`src/rtl/multi_filter_if.sv`:
```
// Signal bundle between a multi-channel input filter and its consumer.
interface multi_filter_if #(
    parameter int CHANNELS = 4
);
    logic                enable;
    logic [CHANNELS-1:0] sig_in;
    logic [CHANNELS-1:0] sig_out;
    logic [CHANNELS-1:0] rise;
    logic [CHANNELS-1:0] fall;
    logic [CHANNELS-1:0] glitch;

    modport master (
        output enable,
        output sig_in,
        input  sig_out,
        input  rise,
        input  fall,
        input  glitch
    );

    modport slave (
        input  enable,
        input  sig_in,
        output sig_out,
        output rise,
        output fall,
        output glitch
    );
endinterface

```
`src/rtl/multi_filter.sv`:
```
// Multi-channel debounce/deglitch filter. Each channel is optionally
// synchronised, then its output only follows a new level once that level
// has been seen for STABLE_CYCLES consecutive enabled edges. Registered
// one-cycle pulses flag output edges and aborted pending changes.
module multi_filter #(
    parameter int CHANNELS      = 4,
    parameter int STABLE_CYCLES = 3,
    parameter int SYNC_STAGES   = 2,
    parameter bit RESET_VALUE   = 1'b0
) (
    input  logic          clock,
    input  logic          reset,
    multi_filter_if.slave bus
);
    localparam int            CW      = $clog2(STABLE_CYCLES) + 1;
    localparam logic [CW-1:0] CNT_MAX = CW'(STABLE_CYCLES - 1);

    logic [CHANNELS-1:0] s;
    logic [CHANNELS-1:0] out_q;
    logic [CHANNELS-1:0] rise_q;
    logic [CHANNELS-1:0] fall_q;
    logic [CHANNELS-1:0] glitch_q;
    logic [CW-1:0]       cnt_q [CHANNELS];

    if (SYNC_STAGES == 0) begin : g_nosync
        assign s = bus.sig_in;
    end else begin : g_sync
        logic [CHANNELS-1:0] sync_q [SYNC_STAGES];

        // Synchroniser chain: shifts on every edge, independent of enable.
        always_ff @(posedge clock or negedge reset) begin
            if (!reset) begin
                for (int k = 0; k < SYNC_STAGES; k++) begin
                    sync_q[k] <= {CHANNELS{RESET_VALUE}};
                end
            end else begin
                sync_q[0] <= bus.sig_in;
                for (int k = 1; k < SYNC_STAGES; k++) begin
                    sync_q[k] <= sync_q[k-1];
                end
            end
        end

        assign s = sync_q[SYNC_STAGES-1];
    end

    // Per-channel stability counter, filtered level and event pulses.
    always_ff @(posedge clock or negedge reset) begin
        if (!reset) begin
            for (int i = 0; i < CHANNELS; i++) begin
                cnt_q[i] <= '0;
            end
            out_q    <= {CHANNELS{RESET_VALUE}};
            rise_q   <= '0;
            fall_q   <= '0;
            glitch_q <= '0;
        end else begin
            rise_q   <= '0;
            fall_q   <= '0;
            glitch_q <= '0;
            if (bus.enable) begin
                for (int i = 0; i < CHANNELS; i++) begin
                    if (s[i] == out_q[i]) begin
                        // A pending change that did not last is reported as a glitch.
                        if (cnt_q[i] != '0) begin
                            cnt_q[i]    <= '0;
                            glitch_q[i] <= 1'b1;
                        end
                    end else if (cnt_q[i] == CNT_MAX) begin
                        cnt_q[i]  <= '0;
                        out_q[i]  <= s[i];
                        rise_q[i] <= s[i];
                        fall_q[i] <= ~s[i];
                    end else begin
                        cnt_q[i] <= cnt_q[i] + 1'b1;
                    end
                end
            end
        end
    end

    assign bus.sig_out = out_q;
    assign bus.rise    = rise_q;
    assign bus.fall    = fall_q;
    assign bus.glitch  = glitch_q;
endmodule

```
`src/flat_wrapper.sv`:
```
// flat-port wrapper written by rule: the top's interface ports become plain ports
module multi_filter_flat 
#(
    parameter int CHANNELS      = 4,
    parameter int STABLE_CYCLES = 3,
    parameter int SYNC_STAGES   = 2,
    parameter bit RESET_VALUE   = 1'b0
)
  (clock, reset, bus_enable, bus_sig_in, bus_sig_out, bus_rise, bus_fall, bus_glitch);
  multi_filter_if #(.CHANNELS(CHANNELS)) bus_i ();
  input  logic clock;
  input  logic reset;
  input wire logic [$bits(bus_i.enable)-1:0] bus_enable;
  input wire logic [$bits(bus_i.sig_in)-1:0] bus_sig_in;
  output wire logic [$bits(bus_i.sig_out)-1:0] bus_sig_out;
  output wire logic [$bits(bus_i.rise)-1:0] bus_rise;
  output wire logic [$bits(bus_i.fall)-1:0] bus_fall;
  output wire logic [$bits(bus_i.glitch)-1:0] bus_glitch;
  assign bus_i.enable = bus_enable;
  assign bus_i.sig_in = bus_sig_in;
  assign bus_sig_out = bus_i.sig_out;
  assign bus_rise = bus_i.rise;
  assign bus_fall = bus_i.fall;
  assign bus_glitch = bus_i.glitch;
  multi_filter #(.CHANNELS(CHANNELS), .STABLE_CYCLES(STABLE_CYCLES), .SYNC_STAGES(SYNC_STAGES), .RESET_VALUE(RESET_VALUE)) u_core (.clock(clock), .reset(reset), .bus(bus_i));
endmodule
```
`config.mk`:
```
export PLATFORM = sky130hd
export DESIGN_NAME = multi_filter_flat
export DESIGN_NICKNAME = d
export VERILOG_FILES = /design/src/rtl/multi_filter_if.sv /design/src/rtl/multi_filter.sv /design/src/flat_wrapper.sv
export SDC_FILE = /design/constraint.sdc
export NUM_CORES = 1
export LEC_CHECK = 0
export CAP_MARGIN = 40
export CORE_MARGIN = 2
export CORE_UTILIZATION = 26
export CTS_BUF_LIST = sky130_fd_sc_hd__clkbuf_4 sky130_fd_sc_hd__clkbuf_8
export CTS_CLUSTER_SIZE = 20
export DETAILED_ROUTE_END_ITERATION = 6
export PLACE_DENSITY_LB_ADDON = 0.12
export SYNTH_ARGS = -nofsm -noshare
export SYNTH_HDL_FRONTEND = slang
export SYNTH_SLANG_ARGS = --single-unit
```
`constraint.sdc`:
```
create_clock -name clock -period 1.3 [get_ports clock]
set_input_delay 0.26 -clock clock [delete_from_list [all_inputs] [get_ports clock]]
set_output_delay 0.26 -clock clock [all_outputs]
set_load 0.01 [all_outputs]
```
* Yosys cells after proc, flatten, opt, wreduce, memory -nomap -nowiden
Index checks and enable logic that the tools add are counted.
** Cells by class
- $add $sub $neg :: 4
- Equal/unequal tests :: 12
- Bitwise operators :: 8
- Multiplexer cells :: 39
- Reduce and logical (&&, ||, !) cells :: 12
** Operators by type and width (number)
- 2-to-1 mux 3 bit :: 12
- 2-to-1 mux 1 bit :: 24
- adder 3 x 1 -> 3 bit (second input constant) :: 4
- == test 3 x 2 -> 1 bit (second input constant) :: 4
- 2-to-1 mux 4 bit :: 3
- AND reduction 3 bit :: 4
- nonzero test 3 bit :: 4
- inequality test 2 bit (second input constant) :: 4
- inverter 1 bit :: 8
- AND reduction 2 bit :: 4
- == test 1 bit :: 4
** Word-level totals
- Word-level logic and storage cells :: 88
- Input port bits :: 7
- Register bits after elaboration :: 36

* Depth between registers and ports, before layout
Gate-level depths: netlist (run 1).
- Depth in word-level cells :: 4
- Depth in mapped cells :: 4
- Depth with buffers taken out :: 3

* Least setup slack after synthesis (run 1)
OpenSTA, ideal clock, no wires.
- Path type :: register to register
- From :: register u_core.out_q[0], in the netlist u_core.bus.sig_out[0]
- To :: register u_core.cnt_q[10] in the netlist's numbering
- Path slack :: 0.094 ns
- Buffers on the path :: 0
- Cell stages (with the launch flop) :: 4
- Data arrival time :: 1.083 ns
- Required time :: 1.176 ns
- Cell sequence :: dfrtp_1 xnor2_1 nor3_1 a211o_1
** Between the ends
- Word-level cells in the longest chain between the ends :: 3
- Elaborated cells on any way between the ends :: 4
** Ends and longest elaborated chain
- start, declared :: RTL line multi_filter.sv:19 : logic [CHANNELS-1:0] out_q;
- start signal, assigned :: RTL line multi_filter.sv:53 : out_q <= {CHANNELS{RESET_VALUE}};
- start signal, assigned by index :: RTL line multi_filter.sv:71 : out_q[i] <= s[i];
- == test 1 bit * :: RTL line multi_filter.sv:63 : if (s[i] == out_q[i]) begin
- inequality test 2 bit (no source line)
- AND reduction 2 bit (no source line)
- end signal, assigned by index :: RTL line multi_filter.sv:75 : cnt_q[i] <= cnt_q[i] + 1'b1;
- end, declared :: RTL line multi_filter.sv:23 : logic [CW-1:0] cnt_q [CHANNELS];
Mark *: on every way between the ends. The rest lies on a longest branch, timed or not.
A chain may end at the register's enable or synchronous reset.

* Worst setup path in the final report (run 1)
- From :: register u_core.out_q[1], in the netlist u_core.bus.sig_out[1]
- To :: register u_core.cnt_q[7] in the netlist's numbering
Same word-level chain as after synthesis.

==> impl_metrics.json, run 1 <==
{
  "n_antenna_cell": 0,
  "drt-initial-drc-count": 39,
  "timing_worst_setup_path_type": "register to register",
  "ir_worst_vdd_mv": 0.601,
  "reg2reg_slack_ns": 0.07,
  "critPathMaxFanout": 5,
  "fin_area_um2": 2060,
  "viasPerCell": 4.39,
  "pin_count": 23,
  "cts.sinks": 36,
  "post_drt_wl_per_cell_um": 11.4,
  "drive_above_1_share_pct": 32.1,
  "async_flop_share_pct": 100,
  "status": "finished, final reports clean",
  "timing.hold.ws_ns": 0.349,
  "cts_buffers": 5,
  "clk_pin_slew_ns": 0.07,
  "slew_viol_final": 0,
  "critPathMaxStageDelay_ns": 0.37,
  "max_freq_mhz": 811,
  "rsz0062_at_grt": "false",
  "worst_pin_slew_ns": 0.247,
  "rows": 27,
  "yosys_warnings": 0,
  "cts-htree-levels": 2,
  "initial_core_util_pct": 26.8,
  "synthToLayoutAreaGrowth_pct": 41.7,
  "global_route.overflow_total": 0,
  "arrival_ns": 1.41,
  "synth_cell_types": 28,
  "hp-class": "register to register",
  "p_leak_nw": 1.02,
  "drc": 0,
  "cp-start-kind": "register",
  "synth_edf_count": 0,
  "grt_pass1_vias": 996,
  "slew-limit-headroom_pct": 83.4,
  "postRouteAntennaNets": 0,
  "ys_ff_latch": 36,
  "layout_commonest_cell": "dfrtp_1",
  "post-dp-hpwl_mm": 1.73,
  "dieArea_um2": 6210,
  "core-area_um2": 5440,
  "synth-main-ff-cell": "dfrtp_1",
  "slowest_stage": "dfrtp_1",
  "fin_crit_sh_pct": 94.9,
  "avgSynthCellArea_um2": 13.5,
  "cts_root_buf": "clkbuf_8",
  "routed_wl_mm": 2.62,
  "final_net_count": 165,
  "period_minus_slack_ns": 1.23,
  "grt_pass1_wl_mm": 4.54,
  "cap_violations": 0,
  "clk-insertion-delay-late_ns": 0.28,
  "setup_violations": 0,
  "grt_antenna_before_repair": 0,
  "critPathTopFamily": "flip-flops",
  "synthesis.area_um2": 1460,
  "place_area_um2": 1880,
  "synth_nets": 115,
  "vias": 1015,
  "power_density_nw_per_um2": 1920,
  "track_usage_pct": 9.39,
  "port_buffers": 22,
  "finalHoldViolCount": 0,
  "worstPathRequired_ns": 1.47,
  "gp_congestion": 0.707,
  "path_common_cell": "buf_4",
  "die_w_um": 78.8,
  "mostFrequentLayoutCells": "dfrtp_1 (36), buf_4 (21), dlygate4sd2_1 (16)",
  "grt_max_degree": 37,
  "seq_area_frac_synth_pct": 61.9,
  "firstDrtPassIters": 4,
  "skew_ns": 0.00245,
  "cts.path.max_buffers": 2,
  "cp-end-kind": "register",
  "syn_inst": 108,
  "fin_util_pct": 37.9,
  "die_h_um": 78.8,
  "cp.buffers_inverters": 2,
  "path_cells": "buf_4 -> xnor2_1 -> buf_4 -> nor3_1 -> a211o_1",
  "cts_tree": "done"
}
final cells by class:
type	count	area, µm²
inverter	3	11.3
multi-input combinational	66	562
sequential	36	901
clock buffer	6	82.6
fill	530	3380
tap	72	90.1
clock inverter	2	10.0
timing repair buffer	46	405
timing repair:
action / 4_1_cts / 5_1_grt
endpoints found under the hold margin: 36 / 0
hold buffers: 1 / 0
resized for setup: 17 / 6
pin swaps: 0 / 1
setup buffers: 4 / 3
setup endpoints to repair: 16 / 8
synthesized netlist by cell type (2+ instances only):
| cell | instances | area [µm²] |
|---|---|---|
| a211o_1 | 3 | 26.3 |
| a32oi_1 | 3 | 26.3 |
| and2b_1 | 3 | 22.5 |
| dfrtp_1 | 36 | 901 |
| inv_1 | 2 | 7.51 |
| mux2_2 | 4 | 45.0 |
| mux2_4 | 3 | 45.0 |
| nand2_1 | 9 | 33.8 |
| nand3b_1 | 2 | 15.0 |
| nand3b_2 | 3 | 33.8 |
| nor3_1 | 9 | 45.0 |
| nor3b_1 | 8 | 60.1 |
| o2bb2ai_1 | 3 | 26.3 |
| o311a_1 | 3 | 30.0 |
| xnor2_1 | 4 | 35.0 |
through the flow:
step	total power [mW]	instances	setup TNS [ns]	worst slack, ns
finish	3.96	231	0	0.0665
detailed placement	3.08	215	-3.16	-0.218
global placement	3.04	215	-3.16	-0.188
floorplan	2.45	108	0	0.0935
CTS	3.94	228	0	0.0231
global route	4.23	231	0	0.00227
power breakdown:
group	switching (mW)	internal, mW	leakage (nW)
logic	0.641	0.876	0.505
clock network	0.383	0.423	0.0510
registers	0.226	1.41	0.465
state kept, by name, indices dropped and copies added (netlist names):
signal	cells
u_core.bus.fall	4
u_core.bus.glitch	4
u_core.bus.rise	4
u_core.bus.sig_out	4
u_core.cnt_q	12
u_core.g_sync.sync_q	4
u_core.s	4
worst reg2reg max path, delay by kind of cell, from the launching register on:
family	cells	cell delay, ns
flip-flops	1	0.37
buffers and inverters	2	0.30
AO/OA/AOI/OAI	1	0.26
XOR/XNOR	1	0.14
AND/OR/NAND/NOR	1	0.05
routing by layer:
| layer | share of wire [%] | track usage [%] |
|---|---|---|
| met5 | 0 | 0 |
| met4 | 1.2 | 4.14 |
| met3 | 5.1 | 3.52 |
| met2 | 49 | 16.0 |
| met1 | 44 | 10.5 |
kinds of logic after synthesis:
group | share of synthesized area (%)
DFF | 61.9
and+or+nand+nor | 15.3
AOI/OAI and AO/OA | 12.0
muxes | 6.19
buffers and inverters | 2.23
xor gates and xnor gates | 2.41
path summary, 6_finish.rpt:
check                                   startpoint              end  depth (start not counted)
setup / recovery             u_core.bus.sig_out[1]  u_core.cnt_q[7]                          5
hold / removal             u_core.g_sync.sync_q[4]      u_core.s[0]                          0
setup reg to reg             u_core.bus.sig_out[1]  u_core.cnt_q[7]                          5
hold reg to reg            u_core.g_sync.sync_q[4]      u_core.s[0]                          0
max in group asynchronous                    reset  u_core.cnt_q[9]                          3
min in group asynchronous                    reset  u_core.cnt_q[1]                          3
Note: power is estimated with default switching activity, not from simulation.
==> run 2, diff against run 1 <==
--- a/config.mk
+++ b/config.mk
@@ -5,10 +5,11 @@
 export SDC_FILE = /design/constraint.sdc
 export NUM_CORES = 1
 export LEC_CHECK = 0
-export CAP_MARGIN = 40
+export CAP_MARGIN = 20
+export CORE_ASPECT_RATIO = 2
 export CORE_MARGIN = 2
 export CORE_UTILIZATION = 26
-export CTS_BUF_LIST = sky130_fd_sc_hd__clkbuf_4 sky130_fd_sc_hd__clkbuf_8
+export CTS_BUF_LIST = sky130_fd_sc_hd__clkbuf_4 sky130_fd_sc_hd__clkbuf_8 sky130_fd_sc_hd__clkbuf_16
 export CTS_CLUSTER_SIZE = 20
 export DETAILED_ROUTE_END_ITERATION = 6
 export PLACE_DENSITY_LB_ADDON = 0.12
==> impl_metrics.json, run 2 (synthesis gave the netlist of run 1 again) <==
{
  "status": "finished, final reports clean",
  "initial_core_util_pct": 26.8,
  "routed_wl_mm": 2.85,
  "seqCellArea_um2": 901,
  "finalHoldViolCount": 0,
  "die_w_um": 56.9,
  "final_net_count": 162,
  "drc": 0,
  "multiInputGateArea_um2": 563,
  "critPathMaxFanout": 5,
  "synthToLayoutAreaGrowth_pct": 39.3,
  "p_seq_share_pct": 40.6,
  "cts_tree": "done",
  "regMostFlops": "u_core.cnt_q",
  "cts.path.max_buffers": 2,
  "cap_violations": 0,
  "fin_crit_sh_pct": 96.2,
  "worst_pin_slew_ns": 0.256,
  "r2r_end": "u_core.cnt_q[7]",
  "grt_pass1_wl_mm": 4.93,
  "setup_violations": 0,
  "mostFrequentLayoutCells": "dfrtp_1 (36), buf_4 (18), dlygate4sd2_1 (16)",
  "p_switching_mw": 1.28,
  "gp_congestion": 0.678,
  "r2r_start": "u_core.bus.sig_out[1]",
  "arrival_ns": 1.43,
  "dp_cells": 201,
  "cts_root_buf": "clkbuf_8",
  "min_delay_worst_endpoint": "u_core.s[3]",
  "reg2reg_slack_ns": 0.05,
  "intPower_mw": 2.79,
  "viasPerCell": 4.79,
  "n_antenna_cell": 0,
  "postRouteAntennaNets": 0,
  "post-dp-hpwl_mm": 1.92,
  "switching_share_pct": 31.4,
  "clk-insertion-delay-late_ns": 0.29,
  "slew-limit-headroom_pct": 82.9,
  "drt-initial-drc-count": 20,
  "critPathMaxStageDelay_ns": 0.38,
  "cp-end-kind": "register",
  "fill_cells": 547,
  "slowest_stage": "dfrtp_1",
  "cts_buffers": 5,
  "layout_commonest_cell": "dfrtp_1",
  "track_usage_pct": 10.5,
  "max_freq_mhz": 800,
  "min-delay-start": "u_core.g_sync.sync_q[7]",
  "clk_pin_slew_ns": 0.07,
  "grt_max_degree": 37,
  "path_cells": "buf_4 -> xnor2_2 -> buf_4 -> nor3_1 -> a211o_1",
  "dieArea_um2": 6250,
  "path_common_cell": "buf_4",
  "grt_pass1_vias": 1070,
  "skew_ns": 0.00509,
  "hp-class": "register to register",
  "period_minus_slack_ns": 1.25,
  "instances_no_fill": 215,
  "fin_util_pct": 37.4,
  "rr_worst_depth": 5,
  "die_h_um": 110,
  "clkPwrFrac_pct": 20.9,
  "power_density_nw_per_um2": 2000,
  "vias": 1030,
  "p_leak_nw": 1.00,
  "pin_count": 23,
  "firstDrtPassIters": 4,
  "grt_antenna_before_repair": 0,
  "worstPathRequired_ns": 1.48,
  "rows": 38,
  "global_route.overflow_total": 0,
  "combPwrFrac_pct": 38.5,
  "core-area_um2": 5420,
  "cts-htree-levels": 2,
  "slew_viol_final": 0,
  "ir_worst_vdd_mv": 0.943,
  "drive_above_1_share_pct": 29.7,
  "post_drt_wl_per_cell_um": 13.2,
  "cp-start-kind": "register",
  "cts.sinks": 36,
  "timing_worst_setup_path_type": "register to register",
  "largest_reg_flops": 12,
  "port_buffers": 22,
  "holdPathStages": 0
}
-- run 2: metrics by stage --
stage / setup slack, ns / cell area (µm²) / hold slack [ns] / setup TNS [ns] / power, mW
floorplan: 0.0935 / 1460 / -0.0356 / 0 / 2.45
global placement: -0.185 / 1850 / 0.236 / -3.06 / 3.05
detailed placement: -0.201 / 1850 / 0.240 / -3.19 / 3.10
CTS: 0.0201 / 1980 / 0.359 / 0 / 4.00
global route: -0.00203 / 2030 / 0.362 / -0.00203 / 4.35
finish: 0.0500 / 2030 / 0.356 / 0 / 4.06
-- run 2: critical path, delay by kind of cell, from the launching register on --
kind                   cells  cell delay (ns)
AO/OA/AOI/OAI              1             0.26
buffers and inverters      2             0.30
XOR/XNOR                   1             0.15
AND/OR/NAND/NOR            1             0.05
flip-flops                 1             0.38
-- run 2: worst max-delay path by stage --
stage / cells after the start / slack, ns / from / to
detailed placement: 5 / -0.20 / bus_enable / u_core.cnt_q[3]
CTS: 5 / 0.02 / u_core.bus.sig_out[0] / u_core.cnt_q[10]
global route: 5 / -0.002 / u_core.bus.sig_out[0] / u_core.cnt_q[10]
global placement: 4 / -0.19 / bus_enable / u_core.bus.sig_out[1]
finish: 5 / 0.05 / u_core.bus.sig_out[1] / u_core.cnt_q[7]
floorplan: 3 / 0.09 / u_core.bus.sig_out[0] / u_core.cnt_q[10]
-- run 2: timing repair --
action / CTS / global route
hold buffers: 1 / 0
setup buffers: 4 / 2
setup endpoints to repair: 16 / 6
pin swaps: 0 / 3
resized for setup: 17 / 4
endpoints found under the hold margin: 36 / 0
-- run 2: power by group through the flow --
stage	combinational (mW)	clock, mW	sequential [mW]
floorplan	0.701	0	1.75
global placement	1.35	0	1.70
detailed placement	1.38	0	1.72
CTS	1.47	0.887	1.65
global route	1.72	0.937	1.69
finish	1.56	0.848	1.65
-- run 2: cell type report --
class                           instances  share of cell area [%]
Sequential cell                        36                    44.4
Multi-Input combinational cell         66                    27.8
Timing Repair Buffer                   43                    18.8
Clock buffer                            7                    4.75
Tap cell                               60                    3.70
Inverter                                3                   0.556
-- run 2: routing by layer --
| metal | wire [µm] | track usage, % | up-vias |
|---|---|---|---|
| met5 | 0 | 0 | - |
| met4 | 75 | 5.98 | 0 |
| met3 | 124 | 3.06 | 7 |
| met2 | 1580 | 18.8 | 20 |
| met1 | 1060 | 10.5 | 514 |
| li1 | - | - | 489 |
==> run 3, diff against run 2 <==
--- a/config.mk
+++ b/config.mk
@@ -12,6 +12,7 @@
 export CTS_BUF_LIST = sky130_fd_sc_hd__clkbuf_4 sky130_fd_sc_hd__clkbuf_8 sky130_fd_sc_hd__clkbuf_16
 export CTS_CLUSTER_SIZE = 20
 export DETAILED_ROUTE_END_ITERATION = 6
+export HOLD_SLACK_MARGIN = 0.02
 export PLACE_DENSITY_LB_ADDON = 0.12
 export SYNTH_ARGS = -nofsm -noshare
 export SYNTH_HDL_FRONTEND = slang
==> results of run 3 <==
The final DEF is identical to that of run 2; final timing and power are the same.
